<file path="config.mk">
export PLATFORM = sky130hd
export DESIGN_NAME = mem_arbiter_flat
export DESIGN_NICKNAME = d
export VERILOG_FILES = /design/src/rtl/mem_arbiter_if.sv /design/src/rtl/mem_arbiter.sv /design/src/flat_wrapper.sv
export SDC_FILE = /design/constraint.sdc
export NUM_CORES = 1
export LEC_CHECK = 0
export BUFFER_PORTS_ARGS = -buffer_cell sky130_fd_sc_hd__buf_2
export CAP_MARGIN = 5
export CORE_ASPECT_RATIO = 0.5
export CORE_UTILIZATION = 45
export CTS_CLUSTER_DIAMETER = 60
export DETAILED_ROUTE_END_ITERATION = 10
export PLACE_DENSITY = 0.7
export SLEW_MARGIN = 25
export SYNTH_ARGS = -nofsm -noshare
export SYNTH_HDL_FRONTEND = slang
export SYNTH_SLANG_ARGS = --single-unit
</file>
<file path="constraint.sdc">
create_clock -name clk -period 2.3 [get_ports clk]
set_input_delay 0.23 -clock clk [delete_from_list [all_inputs] [get_ports clk]]
set_output_delay 0.23 -clock clk [all_outputs]
set_load 0.02 [all_outputs]
</file>
<file path="src/rtl/mem_arbiter_if.sv">
// Bundles the fetch port, load/store port and RAM port seen by mem_arbiter.
interface mem_arbiter_if;
    logic        i_valid;
    logic        i_ready;
    logic [31:0] i_addr;
    logic        i_resp_valid;
    logic [31:0] i_rdata;

    logic        d_valid;
    logic        d_ready;
    logic [31:0] d_addr;
    logic        d_we;
    logic [3:0]  d_wstrb;
    logic [31:0] d_wdata;
    logic        d_resp_valid;
    logic [31:0] d_rdata;

    logic        ram_we;
    logic [31:0] ram_addr;
    logic [31:0] ram_din;
    logic [31:0] ram_dout;

    modport slave (
        input  i_valid, i_addr,
        output i_ready, i_resp_valid, i_rdata,
        input  d_valid, d_addr, d_we, d_wstrb, d_wdata,
        output d_ready, d_resp_valid, d_rdata,
        output ram_we, ram_addr, ram_din,
        input  ram_dout
    );

    modport master (
        output i_valid, i_addr,
        input  i_ready, i_resp_valid, i_rdata,
        output d_valid, d_addr, d_we, d_wstrb, d_wdata,
        input  d_ready, d_resp_valid, d_rdata,
        input  ram_we, ram_addr, ram_din,
        output ram_dout
    );
endinterface

</file>
<file path="src/rtl/mem_arbiter.sv">
// Arbitrates fetch and load/store onto one synchronous-read RAM; data has priority, fetch is forced
// through after MAX_STARVE contended data grants. Reads respond next cycle; partial stores do read-modify-write.
module mem_arbiter #(
    parameter int unsigned MAX_STARVE = 4
) (
    input  logic         clk,
    input  logic         rst,
    mem_arbiter_if.slave bus
);

    typedef enum logic {
        IDLE   = 1'b0,
        RMW_WR = 1'b1
    } state_e;

    localparam logic [3:0] STARVE_LIM = 4'(MAX_STARVE);

    state_e      state_q, state_d;
    logic [3:0]  starve_q, starve_d;
    logic        iresp_q, iresp_d;
    logic        dresp_q, dresp_d;
    logic [31:0] rmw_addr_q, rmw_addr_d;
    logic [31:0] rmw_wdata_q, rmw_wdata_d;
    logic [3:0]  rmw_wstrb_q, rmw_wstrb_d;
    logic [31:0] port_addr_q, port_din_q;

    logic        port_we;
    logic [31:0] port_addr;
    logic [31:0] port_din;
    logic [31:0] merged;
    logic        i_gnt, d_gnt;
    logic        fetch_turn;

    // Strobed bytes come from the saved store data, the rest from the word read last cycle.
    always_comb begin
        merged = bus.ram_dout;
        for (int n = 0; n < 4; n++) begin
            if (rmw_wstrb_q[n]) begin
                merged[8*n +: 8] = rmw_wdata_q[8*n +: 8];
            end
        end
    end

    always_comb begin
        state_d     = state_q;
        starve_d    = starve_q;
        iresp_d     = 1'b0;
        dresp_d     = 1'b0;
        rmw_addr_d  = rmw_addr_q;
        rmw_wdata_d = rmw_wdata_q;
        rmw_wstrb_d = rmw_wstrb_q;
        port_we     = 1'b0;
        port_addr   = port_addr_q;
        port_din    = port_din_q;
        i_gnt       = 1'b0;
        d_gnt       = 1'b0;
        fetch_turn  = bus.i_valid && bus.d_valid && (starve_q == STARVE_LIM);

        case (state_q)
            IDLE: begin
                if (!rst) begin
                    d_gnt = bus.d_valid && !fetch_turn;
                    i_gnt = bus.i_valid && !d_gnt;
                end
                if (i_gnt) begin
                    port_addr = bus.i_addr;
                    iresp_d   = 1'b1;
                end
                if (d_gnt) begin
                    port_addr = bus.d_addr;
                    if (!bus.d_we || bus.d_wstrb == 4'h0) begin
                        dresp_d = 1'b1;
                    end else if (bus.d_wstrb == 4'hF) begin
                        port_we  = 1'b1;
                        port_din = bus.d_wdata;
                        dresp_d  = 1'b1;
                    end else begin
                        rmw_addr_d  = bus.d_addr;
                        rmw_wdata_d = bus.d_wdata;
                        rmw_wstrb_d = bus.d_wstrb;
                        state_d     = RMW_WR;
                    end
                end
                if (!bus.i_valid || i_gnt) begin
                    starve_d = 4'd0;
                end else if (d_gnt) begin
                    starve_d = starve_q + 4'd1;
                end
            end
            RMW_WR: begin
                port_we   = 1'b1;
                port_addr = rmw_addr_q;
                port_din  = merged;
                dresp_d   = 1'b1;
                state_d   = IDLE;
                if (!bus.i_valid) begin
                    starve_d = 4'd0;
                end
            end
        endcase

        // A write caught by reset must never reach the array.
        if (rst) begin
            port_we = 1'b0;
        end
    end

    always_ff @(posedge clk) begin
        if (rst) begin
            state_q     <= IDLE;
            starve_q    <= 4'd0;
            iresp_q     <= 1'b0;
            dresp_q     <= 1'b0;
            rmw_addr_q  <= '0;
            rmw_wdata_q <= '0;
            rmw_wstrb_q <= '0;
            port_addr_q <= '0;
            port_din_q  <= '0;
        end else begin
            state_q     <= state_d;
            starve_q    <= starve_d;
            iresp_q     <= iresp_d;
            dresp_q     <= dresp_d;
            rmw_addr_q  <= rmw_addr_d;
            rmw_wdata_q <= rmw_wdata_d;
            rmw_wstrb_q <= rmw_wstrb_d;
            port_addr_q <= port_addr;
            port_din_q  <= port_din;
        end
    end

    assign bus.i_ready      = i_gnt;
    assign bus.d_ready      = d_gnt;
    assign bus.i_resp_valid = iresp_q;
    assign bus.d_resp_valid = dresp_q;
    assign bus.i_rdata      = bus.ram_dout;
    assign bus.d_rdata      = bus.ram_dout;
    assign bus.ram_we       = port_we;
    assign bus.ram_addr     = port_addr;
    assign bus.ram_din      = port_din;

endmodule

</file>
<file path="src/flat_wrapper.sv">
// flat-port wrapper written by rule: the top's interface ports become plain ports
module mem_arbiter_flat 
#(
    parameter int unsigned MAX_STARVE = 4
)
  (clk, rst, bus_i_valid, bus_i_addr, bus_i_ready, bus_i_resp_valid, bus_i_rdata, bus_d_valid, bus_d_addr, bus_d_we, bus_d_wstrb, bus_d_wdata, bus_d_ready, bus_d_resp_valid, bus_d_rdata, bus_ram_we, bus_ram_addr, bus_ram_din, bus_ram_dout);
  mem_arbiter_if bus_i ();
  input  logic clk;
  input  logic rst;
  input wire logic [$bits(bus_i.i_valid)-1:0] bus_i_valid;
  input wire logic [$bits(bus_i.i_addr)-1:0] bus_i_addr;
  output wire logic [$bits(bus_i.i_ready)-1:0] bus_i_ready;
  output wire logic [$bits(bus_i.i_resp_valid)-1:0] bus_i_resp_valid;
  output wire logic [$bits(bus_i.i_rdata)-1:0] bus_i_rdata;
  input wire logic [$bits(bus_i.d_valid)-1:0] bus_d_valid;
  input wire logic [$bits(bus_i.d_addr)-1:0] bus_d_addr;
  input wire logic [$bits(bus_i.d_we)-1:0] bus_d_we;
  input wire logic [$bits(bus_i.d_wstrb)-1:0] bus_d_wstrb;
  input wire logic [$bits(bus_i.d_wdata)-1:0] bus_d_wdata;
  output wire logic [$bits(bus_i.d_ready)-1:0] bus_d_ready;
  output wire logic [$bits(bus_i.d_resp_valid)-1:0] bus_d_resp_valid;
  output wire logic [$bits(bus_i.d_rdata)-1:0] bus_d_rdata;
  output wire logic [$bits(bus_i.ram_we)-1:0] bus_ram_we;
  output wire logic [$bits(bus_i.ram_addr)-1:0] bus_ram_addr;
  output wire logic [$bits(bus_i.ram_din)-1:0] bus_ram_din;
  input wire logic [$bits(bus_i.ram_dout)-1:0] bus_ram_dout;
  assign bus_i.i_valid = bus_i_valid;
  assign bus_i.i_addr = bus_i_addr;
  assign bus_i_ready = bus_i.i_ready;
  assign bus_i_resp_valid = bus_i.i_resp_valid;
  assign bus_i_rdata = bus_i.i_rdata;
  assign bus_i.d_valid = bus_d_valid;
  assign bus_i.d_addr = bus_d_addr;
  assign bus_i.d_we = bus_d_we;
  assign bus_i.d_wstrb = bus_d_wstrb;
  assign bus_i.d_wdata = bus_d_wdata;
  assign bus_d_ready = bus_i.d_ready;
  assign bus_d_resp_valid = bus_i.d_resp_valid;
  assign bus_d_rdata = bus_i.d_rdata;
  assign bus_ram_we = bus_i.ram_we;
  assign bus_ram_addr = bus_i.ram_addr;
  assign bus_ram_din = bus_i.ram_din;
  assign bus_i.ram_dout = bus_ram_dout;
  mem_arbiter #(.MAX_STARVE(MAX_STARVE)) u_core (.clk(clk), .rst(rst), .bus(bus_i));
endmodule
</file>
Word-level counts from Yosys, hierarchy flattened:

Index checks and enable logic that the tools add are counted.

* bits in registers: 139
* latch bits: 0
* RAM bits: 0
* ROM bits: 0
* output and inout bits: 133
* memories: 0

* add/subtract/negate cells: 1
* multipliers: 0
* div/mod/pow operators: 0
* order comparisons: 0
* eq/ne operators: 4
* shift-type cells: 0
* muxes and demuxes: 34
* bitwise logic cells: 3
* reduce and logical (&&, ||, !) cells: 14

Operator list (number)
* $mux W32: 5
* $pmux W32 S2: 2
* $mux W8: 4
* $mux W1: 16
* $mux W4: 3
* $pmux W4 S2: 1
* $pmux W1 S2: 3
* $add A4 B1 Y4 const B: 1
* $eq A4 B3 Y1 const B: 1
* $eq A4 B4 Y1 const B: 1
* $logic_and A1 B1 Y1: 4
* $logic_not A1 Y1: 4
* $logic_not A4 Y1: 1
* $reduce_and A4 Y1: 1
* $ne A3 B1 Y1 const B: 1
* $not A1 Y1: 3
* $logic_or A1 B1 Y1: 2
* $ne A2 B2 Y1 const B: 1
* $reduce_and A2 Y1: 1
* $reduce_or A2 Y1: 1

Longest topological paths before layout:

Gate-level depths: netlist of the first run.

* depth after elaboration: 11
* depth in mapped cells: 9
* mapped depth without buffers: 6

Least setup slack after synthesis of the first run:

OpenSTA, ideal clock, no wires.

* path kind: reg-to-output
* start: register u_core.starve_q[0]
* end: output port bus_ram_addr[10]
* arrival: 2.039 ns
* required time: 2.070 ns
* path slack: 0.031 ns
* cell stages (with the launch flop): 8
* path buffers: 1
* cell sequence: dfxtp_1 -> inv_1 -> ha_1 -> and4b_4 -> nor3_2 -> clkbuf_1 -> a221oi_1 -> o31ai_1

* cells in the longest elaborated chain, start to end: 11
* elaborated cells on any way between the ends: 13
* classes of those cells: 1 x eq/ne; 7 x mux; 5 x reduce/logical

Ends and longest elaborated chain
* from (decl): line mem_arbiter.sv:19 `logic [3:0] starve_q, starve_d;`
* from (signal assigned): line mem_arbiter.sv:121 `starve_q <= starve_d;`
* $eq A4 B3 Y1 *: line mem_arbiter.sv:57 `fetch_turn = bus.i_valid && bus.d_valid && (starve_q == STARVE_LIM);`
* $logic_and A1 B1 Y1 *: line mem_arbiter.sv:57
* $logic_not A1 Y1 *: line mem_arbiter.sv:62 `d_gnt = bus.d_valid && !fetch_turn;`
* $logic_and A1 B1 Y1 *: line mem_arbiter.sv:62
* $logic_not A1 Y1: line mem_arbiter.sv:63 `i_gnt = bus.i_valid && !d_gnt;`
* $logic_and A1 B1 Y1: line mem_arbiter.sv:63
* $mux W1: line mem_arbiter.sv:61 `if (!rst) begin`
* $mux W1: line mem_arbiter.sv:59 `case (state_q)`
* $mux W32: line mem_arbiter.sv:65 `if (i_gnt) begin`
* $mux W32 *: line mem_arbiter.sv:69 `if (d_gnt) begin`
* $pmux W32 S2 *: line mem_arbiter.sv:59
* to (decl): line flat_wrapper.sv:24 `output wire logic [$bits(bus_i.ram_addr)-1:0] bus_ram_addr;`

Mark *: on every way between the ends. The rest lies on a longest branch, timed or not. The select of a mux whose other input is x is not followed.

Final worst setup path of the first run:

* start: register u_core.starve_q[0]
* end: output port bus_ram_din[0]

* cells in the longest elaborated chain, start to end: 8

Ends and longest elaborated chain
* $eq A4 B3 Y1: line mem_arbiter.sv:57
* $logic_and A1 B1 Y1: line mem_arbiter.sv:57
* $logic_not A1 Y1: line mem_arbiter.sv:62
* $logic_and A1 B1 Y1: line mem_arbiter.sv:62
* $mux W1: line mem_arbiter.sv:61
* $mux W1: line mem_arbiter.sv:59
* $mux W32: line mem_arbiter.sv:69
* $pmux W32 S2: line mem_arbiter.sv:59
* to (decl): line flat_wrapper.sv:25 `output wire logic [$bits(bus_i.ram_din)-1:0] bus_ram_din;`

No other way between the ends. The select of a mux whose other input is x is not followed.

==> results.json, run 1 <==
{
  "status": "complete, but fails checks",
  "violations": "negative setup slack",
  "cp_data_required_time_ns": 2.07,
  "place.gp.congestion": 0.8508,
  "fin_util": 0.6018,
  "finalHoldViolCount": 0,
  "cap_viol_max_count": 0,
  "ctsRootBufferMaster": "clkbuf_16",
  "timing.reg2reg.setup_slack_ns": 0.24,
  "hold_path_class": "in2reg",
  "grt_max_degree": 48,
  "tns_ns": -2.737,
  "sw_frac_of_total": 0.2906,
  "fmax_ghz": 0.4136,
  "die_w_um": 190.7,
  "fin_ws_ns": -0.1177,
  "synth_warnings": 0,
  "ant_nets": 0,
  "finClkSkew_ns": 0.01185,
  "dieArea_sq_um": 18370,
  "worstSetupPathType": "reg2out",
  "grt_pass1_vias": 7986,
  "grt_pass1_wl_mm": 40.52,
  "clkLatencyLatePin_ns": 0.42,
  "numCtsBuffers": 17,
  "power_leakage_nw": 4.614,
  "dieHeight_um": 96.34,
  "seqCellArea_sq_um": 2789,
  "synth_edf_count": 0,
  "vias_per_cell": 5.961,
  "setup_violations": 58,
  "max_slew_margin": 0.6094,
  "avgSynthCellArea_sq_um": 7.892,
  "drt_pass1_iterations": 5,
  "dp.cells": 1381,
  "fill_cells": 1552,
  "finalMaxSlewViolations": 0,
  "synth_flop_cell": "dfxtp_1",
  "async_reset_ff_frac": 0,
  "clk_pin_slew_ns": 0.06,
  "wl_per_cell_um": 18.79,
  "timing.rr.start": "u_core.starve_q[0]",
  "synth_nets": 1154,
  "critPathMaxFanout": 8,
  "worstPathArrival_ns": 2.19,
  "drive_above_1_share": 0.3454,
  "antenna_found_initial": 0,
  "layout.nets": 1317,
  "crit_start": "u_core.starve_q[0]",
  "ir_drop_v": 0.0005694,
  "syn2layout_area_growth_pct": 30.72,
  "rr_endpoint": "u_core.rmw_addr_q[16]",
  "intPower_mw": 5.127,
  "detail_route.iter0.violations": 451,
  "grt_overflow": 0,
  "htreeDepth": 4,
  "start_util": 0.4604,
  "antennaDiodeCount": 0,
  "p_switching_mw": 2.101,
  "synthesis.area_sq_um": 8010,
  "rsz0062_at_grt": "true",
  "yosysSeqAreaShare": 0.3474,
  "multiInputGateArea_sq_um": 4760,
  "final_cell_mix": "buf_2, dfxtp_1, nand2_1",
  "r2r_cells": 8,
  "pwr-share-clk": 0.423,
  "final_common_cell": "buf_2",
  "grt_use_total": 0.2791,
  "power.density_nw_per_um2": 690.2,
  "vias": 8489,
  "crit_path_start_kind": "register",
  "postSynthRegisterBits": 139,
  "syn_inst": 1015,
  "worstSetupEndpoint": "bus_ram_din[0]",
  "worst_pin_slew_ns": 0.5851,
  "rows": 34,
  "cts_num_sinks": 139,
  "seqPwrFrac": 0.368,
  "clock_path_buffers": 2,
  "design.core.area_sq_um": 17400,
  "hp-start": "bus_d_wdata[17]",
  "period_needed_ns": 2.418,
  "totalPowerFinal_mw": 7.228,
  "io_buffers": 269,
  "drc": 0,
  "pin_count": 270,
  "hpwlAfterDp_mm": 16.60,
  "power_frac_comb": 0.209,
  "cts_tree": "yes",
  "endpoint_kind": "output port",
  "final_cell_count_no_fill": 1424,
  "ys_types": 39,
  "period_share": 1.051,
  "routed_wl_mm": 26.76
}
## how the worst min path moves through the flow
stage / to / slack (ns) / cells past startpoint
after floorplan: u_core.rmw_addr_q[0] / 0.35 / 2
after global placement: u_core.rmw_wdata_q[14] / 0.45 / 3
after detailed placement: u_core.rmw_wdata_q[12] / 0.45 / 3
after CTS: u_core.rmw_wdata_q[17] / 0.02 / 3
after global routing: u_core.rmw_wdata_q[17] / 0.02 / 3
final: u_core.rmw_wdata_q[17] / 0.04 / 3
## sequential cells by signal, summed over array words and instances (netlist names)
register	count
u_core.starve_q	4
u_core.port_addr_q	32
u_core.port_din_q	32
u_core.state_q	1
u_core.rmw_wstrb_q	4
u_core.bus.i_resp_valid	1
u_core.rmw_addr_q	32
u_core.rmw_wdata_q	32
u_core.bus.d_resp_valid	1
## timing repair
| action | 4_1_cts | 5_1_grt |
|---|---|---|
| setup endpoints to repair | 64 | 64 |
| pin swaps | 18 | 39 |
| hold buffers | 0 | 0 |
| resized for setup | 46 | 59 |
| gates cloned | 2 | 3 |
| setup buffers | 6 | 4 |
## cells in the mapped netlist (all sizes together), types with 2 or more instances
master | count | share of area
a211oi | 32 | 0.030
a21oi | 3 | 0.0019
a221oi | 61 | 0.067
a31oi | 2 | 0.0016
and2 | 65 | 0.051
and3 | 29 | 0.023
buf | 91 | 0.078
clkbuf | 81 | 0.038
dfxtp | 139 | 0.35
ha | 2 | 0.0031
inv | 4 | 0.0019
mux2 | 3 | 0.0042
mux2i | 32 | 0.040
nand2 | 107 | 0.050
nand3 | 70 | 0.044
nand3b | 4 | 0.0037
nor2 | 108 | 0.051
nor2b | 2 | 0.0016
nor3 | 35 | 0.023
o211ai | 68 | 0.064
o21ai | 2 | 0.0012
o31ai | 32 | 0.030
o32ai | 32 | 0.035
or4 | 2 | 0.0019
## power groups by stage
| stage | clock (mW) | combinational (mW) | sequential [mW] |
|---|---|---|---|
| floorplan | 0 | 0.957 | 2.65 |
| global placement | 0 | 1.36 | 2.68 |
| detailed placement | 0 | 1.38 | 2.69 |
| CTS | 3.11 | 1.45 | 2.64 |
| global route | 3.22 | 1.63 | 2.67 |
| finish | 3.06 | 1.51 | 2.66 |
## final cells by class
class	instances	area share
multi-input combinational	700	0.4545
sequential	139	0.2663
timing repair buffer	316	0.1878
clock buffer	19	0.04325
tap	234	0.02796
clock inverter	12	0.01864
inverter	4	0.001434
## critical path, stage by stage (launching register included)
cell and delay (ns):
dfxtp_2 0.34, inv_2 0.05, ha_4 0.16, nand4b_1 0.15, nand4_1 0.12, buf_6 0.18, clkbuf_16 0.19, a221oi_2 0.34
nor2_1 0.09, buf_2 0.16
## per-stage QoR
step | area (sq um) | worst slack [ns] | hold slack [ns]
after floorplan | 8010 | 0.03055 | 0.3530
after global placement | 9124 | 0.1313 | 0.4508
after global routing | 10470 | -0.2209 | 0.02405
final | 10470 | -0.1177 | 0.03670
after CTS | 10110 | -0.1510 | 0.02030
after detailed placement | 9124 | 0.1153 | 0.4549
## routing by layer
metal  vias up  wire (um)  global-route usage
met4         0        359             0.08933
met3        37       1670             0.04995
met2       366      12950              0.4739
met5         -          0                   0
met1      4095      11770              0.3618
li1       3991          -                   -
## kinds of logic (layout without fill, tap and decap cells)
| kind of cell | after synthesis | in the layout | synth area share |
|---|---|---|---|
| AO/OA/AOI/OAI | 233 | 233 | 0.2310 |
| adder cells (fa/ha/maj) | 2 | 2 | 0.003124 |
| buffers and inverters | 176 | 351 | 0.1179 |
| flip-flops | 139 | 139 | 0.3474 |
| multiplexers | 35 | 35 | 0.04420 |
| AND/OR/NAND/NOR | 430 | 430 | 0.2563 |
Note: power is estimated with default switching activity, not from simulation.
==> run 2: changes to the inputs <==
--- a/config.mk
+++ b/config.mk
@@ -8,10 +8,11 @@
 export BUFFER_PORTS_ARGS = -buffer_cell sky130_fd_sc_hd__buf_2
 export CAP_MARGIN = 5
 export CORE_ASPECT_RATIO = 0.5
+export CORE_MARGIN = 5
 export CORE_UTILIZATION = 45
 export CTS_CLUSTER_DIAMETER = 60
 export DETAILED_ROUTE_END_ITERATION = 10
-export PLACE_DENSITY = 0.7
+export PLACE_DENSITY = 0.72
 export SLEW_MARGIN = 25
 export SYNTH_ARGS = -nofsm -noshare
 export SYNTH_HDL_FRONTEND = slang
==> constraint.sdc (replaced) <==
create_clock -name clk -period 2 [get_ports clk]
set_input_delay 0.2 -clock clk [delete_from_list [all_inputs] [get_ports clk]]
set_output_delay 0.2 -clock clk [all_outputs]
set_load 0.02 [all_outputs]
==> run 2 against run 1 <==
  * The flow still finishes with violations (negative setup slack)
  * Utilization rose by 4.3 points
  * Design area rose by 7.3%
  * Non-clock buffer count grew 44
  * Clock-buffer cell count increased by 2
  * Sequential power increased by 14%
  * Worst hold slack got worse by 0.022 ns
  * Largest power group unchanged
  * Highest routed layer is now met5
==> results.json, run 2 (synthesized netlist as in run 1, its figures left out) <==
{
  "status": "complete, but fails checks",
  "violations": "negative setup slack",
  "dieHeight_um": 104.3,
  "ir_drop_v": 0.0006232,
  "route.met3.wl_mm": 2.178,
  "clkLatencyLatePin_ns": 0.42,
  "ctsRootBufferMaster": "clkbuf_16",
  "die_w_um": 198.7,
  "hpwlAfterDp_mm": 18.06,
  "dieArea_sq_um": 20730,
  "route.top_layer_used": "met5",
  "pin_count": 270,
  "crit_path_start_kind": "register",
  "vias": 8929,
  "cp_data_required_time_ns": 1.80,
  "worst_pin_slew_ns": 0.7312,
  "detail_route.iter0.violations": 775,
  "wl_per_cell_um": 20.97,
  "worstPathArrival_ns": 2.29,
  "syn2layout_area_growth_pct": 40.32,
  "io_buffers": 269,
  "fmax_ghz": 0.4021,
  "timing.rr.start": "u_core.starve_q[0]",
  "hold_path_class": "in2reg",
  "period_share": 1.244,
  "clk_pin_slew_ns": 0.06,
  "grt_use_total": 0.2638,
  "dp.cells": 1392,
  "grt_max_degree": 76,
  "numCtsBuffers": 17,
  "grt_pass1_vias": 8944,
  "wl_met1_mm": 13.01,
  "antenna_found_initial": 2,
  "tns_ns": -26.16,
  "vias_per_cell": 6.078,
  "fill_cells": 1480,
  "ant_nets": 0,
  "holdWs_ns": 0.01461,
  "grt_pass1_wl_mm": 45.11,
  "finClkSkew_ns": 0.009387,
  "period_needed_ns": 2.487,
  "finalMaxSlewViolations": 0,
  "cts_num_sinks": 139,
  "rsz0062_at_grt": "true",
  "design.core.area_sq_um": 17440,
  "final_cell_mix": "buf_2, dfxtp_1, nand2_1",
  "routed_wl_mm": 30.80,
  "power.density_nw_per_um2": 746.0,
  "layout.nets": 1361,
  "endpoint_kind": "output port",
  "fin_util": 0.6444,
  "rows": 34,
  "fin_ws_ns": -0.4872,
  "hp-start": "bus_d_wdata[9]",
  "wl_met2_mm": 14.80,
  "finalHoldViolCount": 0,
  "place.gp.congestion": 0.8170,
  "grt_overflow": 0,
  "cap_viol_max_count": 0,
  "htreeDepth": 4,
  "critPathMaxFanout": 9,
  "drt_pass1_iterations": 6,
  "crit_start": "u_core.starve_q[0]",
  "clock_path_buffers": 2,
  "final_cell_count_no_fill": 1469,
  "place_ws_ns": -0.05175,
  "max_slew_margin": 0.5115,
  "drive_above_1_share": 0.3955,
  "power_leakage_nw": 4.933,
  "setup_violations": 69,
  "start_util": 0.4593,
  "drc": 0,
  "worstSetupPathType": "reg2out",
  "final_common_cell": "buf_2",
  "cts_tree": "yes"
}
[run 2: routing by layer]
layer  vias to the layer above  global-route usage
met1                      4319              0.3409
met5                         -                   0
met2                       436              0.4360
met3                        81             0.04693
li1                       4091                   -
met4                         2              0.1063
[run 2: area by class of cell]
| cell class | instances | area, sq um | area share |
|---|---|---|---|
| Tap cell | 234 | 292.8 | 0.02605 |
| Sequential cell | 139 | 2789 | 0.2481 |
| Clock inverter | 10 | 140.1 | 0.01247 |
| Antenna cell | 1 | 2.502 | 0.0002226 |
| Multi-Input combinational cell | 700 | 4941 | 0.4396 |
| Timing Repair Buffer | 360 | 2589 | 0.2303 |
| Clock buffer | 21 | 470.5 | 0.04186 |
| Inverter | 4 | 15.01 | 0.001336 |
[run 2: timing repair]
action | CTS | global route
pin swaps | 16 | 38
hold endpoints to repair | 12 | 0
setup buffers | 11 | 13
resized for setup | 100 | 56
endpoints found under the setup margin | 66 | 67
cloned | 1 | 9
hold buffers | 12 | 0
[run 2: worst paths after layout]
check,slack [ns],cells after the start,end
worst min register to register,0.49,2,u_core.rmw_wdata_q[5]
worst max register to register,-0.02,11,u_core.port_addr_q[17]
worst min-delay path,0.01,3,u_core.rmw_wdata_q[9]
worst max-delay path,-0.49,9,bus_ram_addr[1]
[run 2: per-stage QoR]
stage          total power [mW]  cell area [sq um]
6_report                  8.385              11240
5_1_grt                   8.683              11240
4_1_cts                   8.250              10720
3_5_place_dp              4.787               9449
3_3_place_gp              4.749               9444
2_1_floorplan             4.198               8198
[run 2: power breakdown]
group          switching [mW]  total (mW)  internal, mW
combinational            1.16        2.02         0.855
clock                    1.27        3.33          2.06
sequential              0.108        3.04          2.93
[run 2: critical path, cell delays in order, from the launching register on]
cell       delay (ns)
dfxtp_2          0.33
inv_2            0.05
ha_4             0.16
and4b_4          0.21
nor3_4           0.27
buf_4            0.21
clkbuf_16        0.17
a221oi_1         0.06
o31ai_2          0.22
buf_4            0.18
==> run 3: changes to the inputs <==
==> constraint.sdc (replaced) <==
create_clock -name clk -period 2 [get_ports clk]
set_input_delay 0.3 -clock clk [delete_from_list [all_inputs] [get_ports clk]]
set_output_delay 0.3 -clock clk [all_outputs]
set_load 0.02 [all_outputs]
==> run 3 against run 2 <==
  * The run still ends with negative setup slack left
  * Clock power is 4% higher
  * Global-route usage is 0.77 points higher
  * Non-clock buffer count is 11 higher
  * Cell count is 0.82% higher
  * Routed wire length is 2.7% higher
  * Power is 3.2% higher
  * Clock-buffer cell count is 1 lower
  * Utilization is 2.9 points higher
  * Die area stayed put
  * First-iteration DRC count is 5.3% higher
  * Clock skew is 0.0042 ns higher
  * Flip-flop and latch count stayed put
  * Largest cell class unchanged
==> results.json, run 3 (synthesized netlist as in run 1, its figures left out) <==
{
  "status": "complete, but fails checks",
  "violations": "negative setup slack",
  "syn2layout_area_growth_pct": 46.55,
  "timing.reg2reg.setup_slack_ns": 0.07,
  "setup_violations": 67,
  "place_ws_ns": -0.1118,
  "fill_cells": 1407,
  "numCtsBuffers": 17,
  "top_usage_layer": "met2",
  "design.core.area_sq_um": 17440,
  "place.gp.congestion": 0.8208,
  "grt_use_met1": 0.3610,
  "rows": 34,
  "seqPwrFrac": 0.354,
  "vias_per_cell": 6.119,
  "drc": 0,
  "hold_path_class": "in2reg",
  "layout.nets": 1372,
  "grtUsageMet3": 0.04693,
  "dp.cells": 1414,
  "p_switching_mw": 2.644,
  "crit_path_start_kind": "register",
  "worstPathArrival_ns": 2.26,
  "endpoint_kind": "output port",
  "worstSetupPathType": "reg2out",
  "hpwlAfterDp_mm": 18.48,
  "grt_use_met2": 0.4501,
  "start_util": 0.4593,
  "wl_per_cell_um": 21.37,
  "clkLatencyLatePin_ns": 0.41,
  "ir_drop_v": 0.0007205,
  "ant_nets": 0,
  "cp_data_required_time_ns": 1.70,
  "period_needed_ns": 2.565,
  "htreeDepth": 4,
  "dieArea_sq_um": 20730,
  "worst_pin_slew_ns": 0.6046,
  "pin_count": 270,
  "ctsRootBufferMaster": "clkbuf_16",
  "dieHeight_um": 104.3,
  "antenna_found_initial": 1,
  "cts_tree": "yes",
  "power.density_nw_per_um2": 737.1,
  "max_slew_margin": 0.5964,
  "grt_max_degree": 44,
  "io_buffers": 269,
  "sw_frac_of_total": 0.3056,
  "final_cell_mix": "buf_2, dfxtp_1, buf_4",
  "fmax_ghz": 0.3899,
  "clk_pin_slew_ns": 0.07,
  "grt_pass1_vias": 8988,
  "final_cell_count_no_fill": 1481,
  "detail_route.iter0.violations": 816,
  "routed_wl_mm": 31.64,
  "critPathMaxFanout": 10,
  "tns_ns": -29.39,
  "grt_overflow": 0,
  "finalMaxSlewViolations": 0,
  "totalPowerFinal_mw": 8.652,
  "power_frac_comb": 0.246,
  "vias": 9062,
  "rsz0062_at_grt": "true",
  "finalHoldViolCount": 0,
  "finClkSkew_ns": 0.01358,
  "period_share": 1.282,
  "cts_num_sinks": 139,
  "intPower_mw": 6.008,
  "grt_use_total": 0.2715,
  "pwr-share-clk": 0.400,
  "die_w_um": 198.7,
  "cap_viol_max_count": 0,
  "fin_ws_ns": -0.5648,
  "grt_pass1_wl_mm": 46.73,
  "power_leakage_nw": 5.132,
  "drive_above_1_share": 0.4213,
  "final_common_cell": "buf_2",
  "drt_pass1_iterations": 5,
  "clock_path_buffers": 2
}
run 3: cell count changes in the layout (fill, tap and decap cells not counted), moves of 7 or more:
cell / previous run / this run
a221oi_1: 27 / 2
buf_4: 86 / 107
a221oi_4: 11 / 24
a221oi_2: 23 / 35
dlygate4sd3_1: 12 / 0
nor2_2: 19 / 11
buf_2: 217 / 210
nor2_1: 86 / 93
run 3: final cells by class:
| class | count | area, sq um | area share |
|---|---|---|---|
| clock inverters | 12 | 185.2 | 0.01577 |
| clock buffers | 20 | 446.7 | 0.03805 |
| diodes | 1 | 2.502 | 0.0002132 |
| repair buffers | 371 | 2804 | 0.2389 |
| inverters | 4 | 15.01 | 0.001279 |
| well taps | 234 | 292.8 | 0.02494 |
| flip-flops and latches | 139 | 2789 | 0.2376 |
| multi-input cells | 700 | 5204 | 0.4433 |
run 3: critical path, stage by stage, from the launching register on:
cell,delay (ns)
dfxtp_2,0.33
inv_2,0.04
ha_4,0.16
nand4b_1,0.14
nand4_1,0.17
buf_6,0.19
buf_12,0.14
buf_4,0.14
a221oi_4,0.29
nor2_1,0.08
buf_4,0.16
run 3: routing by layer:
metal,share of wire,wire length (um)
met1,0.43,13480
met3,0.074,2353
met2,0.48,15200
met4,0.019,601
met5,0.00022,7
run 3: per-stage QoR:
step / hold WS, ns / instance area, sq um / util
6_report: 0.1141 / 11740 / 0.6730
5_1_grt: 0.1138 / 11740 / 0.6729
4_1_cts: 0.1028 / 11020 / 0.6316
3_5_place_dp: 0.4800 / 9574 / 0.5489
3_3_place_gp: 0.4744 / 9574 / 0.5489
2_1_floorplan: 0.4230 / 8220 / -
run 3: worst paths after layout:
check / to / cells after the start / start
max reg2reg: u_core.port_din_q[2] / 10 / u_core.starve_q[0]
min reg2reg: u_core.rmw_addr_q[31] / 2 / u_core.rmw_addr_q[31]
max: bus_ram_din[2] / 10 / u_core.starve_q[0]
min: u_core.rmw_wdata_q[16] / 3 / bus_d_wdata[16]
run 3: repair_timing:
action                     CTS  global route
hold buffers                 0             0
resized for setup          132            78
setup endpoints to repair   67           149
pin swaps                   12            34
cloned                       6             5
buffers inserted             9            14
run 3: power by group through the flow:
stage / Sequential [mW] / Combinational (mW) / Clock [mW]
detailed placement: 3.09 / 1.71 / 0
global placement: 3.08 / 1.69 / 0
global route: 3.07 / 2.25 / 3.63
finish: 3.06 / 2.13 / 3.46
floorplan: 3.05 / 1.16 / 0
CTS: 3.05 / 1.93 / 3.47
